### src/rtl/sbc_limb_sequencer.sv
// Serial 2-bit-limb subtract-with-carry sequencer, LSB limb first.
// One output register stage; IN_READY back-pressures through that stage.
module sbc_limb_sequencer #(
  parameter int unsigned NLIMBS = 4
) (
  input  logic       CLKIN,
  input  logic       RESETN,
  input  logic       IN_VALID,
  output logic       IN_READY,
  input  logic [1:0] A,
  input  logic [1:0] B,
  input  logic       CIN,
  output logic       OUT_VALID,
  input  logic       OUT_READY,
  output logic [1:0] D,
  output logic       OUT_LAST,
  output logic       BORROW,
  output logic       ZERO
);

  localparam int unsigned CNT_W = (NLIMBS > 2) ? $clog2(NLIMBS) : 1;
  localparam logic [CNT_W-1:0] LAST_IDX = CNT_W'(NLIMBS - 1);

  logic [CNT_W-1:0] cnt_q, cnt_d;
  logic             carry_q, carry_d;
  logic             zacc_q, zacc_d;
  logic             out_valid_q, out_valid_d;
  logic [1:0]       diff_q, diff_d;
  logic             last_q, last_d;
  logic             borrow_q, borrow_d;
  logic             zero_q, zero_d;

  logic             in_ready_c;
  logic             in_xfer;
  logic             out_xfer;
  logic             first_limb;
  logic             cin_sel;
  logic [2:0]       sum;
  logic             zacc_new;

  // Limb arithmetic and handshake decode
  always_comb begin
    in_ready_c = !out_valid_q || OUT_READY;
    in_xfer    = IN_VALID && in_ready_c;
    out_xfer   = out_valid_q && OUT_READY;
    first_limb = (cnt_q == '0);
    cin_sel    = first_limb ? CIN : carry_q;
    sum        = {1'b0, A} + {1'b0, ~B} + {2'b00, cin_sel};
    // Limb 0 restarts the zero accumulation regardless of the previous operand
    zacc_new   = (first_limb || zacc_q) && (sum[1:0] == 2'b00);
  end

  // Next-state: load on input transfer, otherwise drain or hold
  always_comb begin
    cnt_d       = cnt_q;
    carry_d     = carry_q;
    zacc_d      = zacc_q;
    out_valid_d = out_valid_q;
    diff_d      = diff_q;
    last_d      = last_q;
    borrow_d    = borrow_q;
    zero_d      = zero_q;
    if (in_xfer) begin
      cnt_d       = (cnt_q == LAST_IDX) ? '0 : cnt_q + CNT_W'(1);
      carry_d     = sum[2];
      zacc_d      = zacc_new;
      out_valid_d = 1'b1;
      diff_d      = sum[1:0];
      last_d      = (cnt_q == LAST_IDX);
      borrow_d    = !sum[2];
      zero_d      = zacc_new;
    end else if (out_xfer) begin
      out_valid_d = 1'b0;
    end
  end

  always_ff @(posedge CLKIN) begin
    if (!RESETN) begin
      cnt_q       <= '0;
      carry_q     <= 1'b0;
      zacc_q      <= 1'b1;
      out_valid_q <= 1'b0;
      diff_q      <= 2'b00;
      last_q      <= 1'b0;
      borrow_q    <= 1'b0;
      zero_q      <= 1'b0;
    end else begin
      cnt_q       <= cnt_d;
      carry_q     <= carry_d;
      zacc_q      <= zacc_d;
      out_valid_q <= out_valid_d;
      diff_q      <= diff_d;
      last_q      <= last_d;
      borrow_q    <= borrow_d;
      zero_q      <= zero_d;
    end
  end

  assign IN_READY  = in_ready_c;
  assign OUT_VALID = out_valid_q;
  assign D         = diff_q;
  assign OUT_LAST  = last_q;
  assign BORROW    = borrow_q;
  assign ZERO      = zero_q;

endmodule

### config.mk
export PLATFORM = sky130hd
export DESIGN_NAME = sbc_limb_sequencer
export DESIGN_NICKNAME = d
export VERILOG_FILES = /design/src/rtl/sbc_limb_sequencer.sv
export SDC_FILE = /design/constraint.sdc
export NUM_CORES = 1
export LEC_CHECK = 0
export CAP_MARGIN = 20
export CORE_AREA = 2 2 39 41
export CTS_BUF_LIST = sky130_fd_sc_hd__clkbuf_8
export DETAILED_ROUTE_END_ITERATION = 6
export DIE_AREA = 0 0 41 43
export PLACE_DENSITY = 0.72
export SKIP_CTS_REPAIR_TIMING = 1
export SLEW_MARGIN = 10
export SYNTH_ARGS = -nofsm -noshare
export SYNTH_HDL_FRONTEND = slang
export SYNTH_SLANG_ARGS = --single-unit
### constraint.sdc
create_clock -name CLKIN -period 2.2 [get_ports CLKIN]
set_input_delay 0.44 -clock CLKIN [delete_from_list [all_inputs] [get_ports CLKIN]]
set_output_delay 0.44 -clock CLKIN [all_outputs]
set_load 0.1 [all_outputs]
==> reports/results.txt <==
Worst VDD drop = 606 uV
CP Buf/Inv Count = 1
Leak = 0.339 nW
worst skew pair latency = 0.23 ns
max cap viols = 0
Max Slew Vio Count = 0
root buffer cell = clkbuf_8
Area growth, synth to finish = 51.5%
clock power share = 38.0%
dpl cell area = 651 um2
Die Ht = 43 um
Setup crit start kind = flop
Synth top cells by count = dfxtp_1, nand2_1, inv_1
full die area = 1760 um2
status = complete, no violations
TritonCTS Buffers = 3
Synth top area share = 42.2%
finished layout cell area = 718 um2
Total Power = 0.601 mW
H-tree Lvls = 1
critical path type = flop to flop
sequential power share = 34.2%
Pwr Density = 837 nW/um2
number of enable flip-flop cells after synthesis = 0
largest net degree at the start of global routing = 16
CTS tree = yes
GRT Total Usage = 14.4%
Slew @ Worst Pin = 0.488 ns
Post-Layout Cell Count = 87
Post-layout nets = 85
worst r2r dst = ZERO$_SDFFE_PN0P_
DP Cell Count = 83
Async SR Flop Fraction = 0%
# IOs = 16
Setup-failing EPs final = 0
CP delay by family, top = adder cells
Finished Core Util = 51.9%
Final Hold Vio Count = 0
vias in the first global route = 409
syn_nets = 64
Setup Skew = 0.00311 ns
port bufs = 15
synthesized area per cell = 9.30 um2
WHS Endpoint = OUT_LAST$_SDFFE_PN0P_
Placer Congestion = 0.714
first-pass GRT wire length = 1.68 mm
CP Cell Sequence = inv_2, ha_2, mux2i_1, fa_2, fa_1, o211ai_1, or3_1, a21boi_1
CORE AREA = 1380 um2
Vias = 429
dpl hpwl = 699 um
worst r2r src = cnt_q[0]$_SDFFE_PN0P_
Worst Hold Launch = OUT_LAST$_SDFFE_PN0P_
initial antenna violation count = 0
Rel. slew slack = 67.4%
Routed wire per std cell = 11.2 um
hold_ws = 0.452 ns
grt ovf = 0
Crit-path slowest cell = fa_1
Worst Hold Class = flop to flop
Antenna Cells = 0
largest area contributor in the netlist = dfxtp_1
DRC viols = 0
clock sink count = 10
Distinct cells, synth = 20
critical path's largest stage delay = 0.51 ns
Core Rows = 14
most common cell in the netlist = dfxtp_1
Worst Path Required = 2.37 ns
fraction of layout instances using a drive strength above 1 = 31.0%
worst-case clock buffer depth = 2
NetSw = 0.189 mW
cell internal pwr = 0.412 mW
worst hold path stage count = 2
Synth Warn # = 0
Area contributors post-synth = dfxtp_1, fa_1, mux2i_1
1st-iter DRT viols = 14
Seq cells post-synth = 10
final wirelength = 974 um
Initial Utilization = 34.3%
period utilization = 96.8%
crit end category = flop
1st-pass router iterations = 4
post-synthesis cell count = 51
top_reg_cell synth = dfxtp_1
Worst-path clk slew = 0.05 ns
R2R depth = 8
Routed Antenna Nets = 0
Seq/Total Area, Yosys = 42.2%
combinational cell fraction of total power = 27.8%
Max Clock Freq = 470 MHz
Critical Path Fanout Max = 2
die width = 41 um
post-route minimum period = 2.13 ns
switch share = 31.4%
Arr. time, crit path = 2.30 ns
RSZ-0062 raised after global routing = no
R2R setup slack = 0.07 ns
Via density = 4.93
Post-Syn Area = 474 um2
cell families (layout without fill, tap and decap cells):
logic type               after synthesis  in the layout  synth area share [%]
AND/OR/NAND/NOR                       17             17                  17.9
AO/OA/AOI/OAI                         10             10                  14.2
flip-flops                            10             10                  42.2
buffers and inverters                  7             27                  5.54
adder cells (fa/ha/maj)                4              4                  13.7
multiplexers                           3              3                  6.33
cell usage in the layout, fill, tap and decap left out:
cell type and count:
buf_12 1, inv_2 4, nor2_1 1, clkdlybuf4s50_1 6, o211a_1 2, a21boi_1 2
mux2i_1 3, or3_1 1, inv_1 2, ha_1 1, fa_2 1, o21ai_1 3
dlymetal6s2s_1 2, nor2b_1 1, nand2_1 7, nand3_1 3, dfxtp_2 2, buf_4 8
nand4_1 2, nor2_2 1, o21ai_0 2, nand4b_1 1, clkbuf_8 4, dfxtp_1 8
ha_2 1, fa_1 1, o211ai_1 1
worst max-delay path by stage:
stage / start / end / slack [ns] / cells past startpoint
floorplan: cnt_q[0]$_SDFFE_PN0P_ / ZERO$_SDFFE_PN0P_ / 0.03 / 8
global placement: A[0] / ZERO$_SDFFE_PN0P_ / -0.26 / 7
detailed placement: A[0] / ZERO$_SDFFE_PN0P_ / -0.30 / 7
CTS: A[0] / ZERO$_SDFFE_PN0P_ / -0.05 / 7
global route: cnt_q[0]$_SDFFE_PN0P_ / ZERO$_SDFFE_PN0P_ / 0.004 / 8
finish: cnt_q[0]$_SDFFE_PN0P_ / ZERO$_SDFFE_PN0P_ / 0.07 / 8
power groups by stage:
stage | registers [mW] | clock network, mW | logic, mW
2_1_floorplan | 0.268 | 0 | 0.0556
3_3_place_gp | 0.207 | 0 | 0.164
3_5_place_dp | 0.208 | 0 | 0.166
4_1_cts | 0.205 | 0.235 | 0.167
5_1_grt | 0.207 | 0.245 | 0.180
6_report | 0.206 | 0.229 | 0.167
layout make-up:
type	instances	area (um2)
clock buffer	4	55.1
fill	135	666
inverter	6	22.5
multi-input combinational	34	253
timing repair buffer	17	165
tap	16	20.0
sequential	10	203
tightest hold or removal path, delay by kind of cell (launching register included):
family | cells | cell delay [ns]
flops | 1 | 0.30
simple gates | 1 | 0.05
compound gates | 1 | 0.05
registers in the layout, indices dropped and copies added (netlist names):
name / count
BORROW: 1
D: 2
OUT_LAST: 1
OUT_VALID: 1
ZERO: 1
carry_q: 1
cnt_q: 2
zacc_q: 1
layer usage:
metal	track usage (%)	vias to the layer above	wire, um
li1	-	215	-
met1	15.4	203	397
met2	22.5	11	520
met3	9.42	0	56
met4	4.00	0	0
met5	0	-	0
per-stage QoR:
stage	TNS [ns]	setup WS, ns
final	0	0.0711
after global routing	0	0.00369
after CTS	-0.0700	-0.0537
after floorplan	0	0.0337
after global placement	-0.517	-0.265
after detailed placement	-0.582	-0.300
Note: power is estimated with default switching activity, not from simulation.
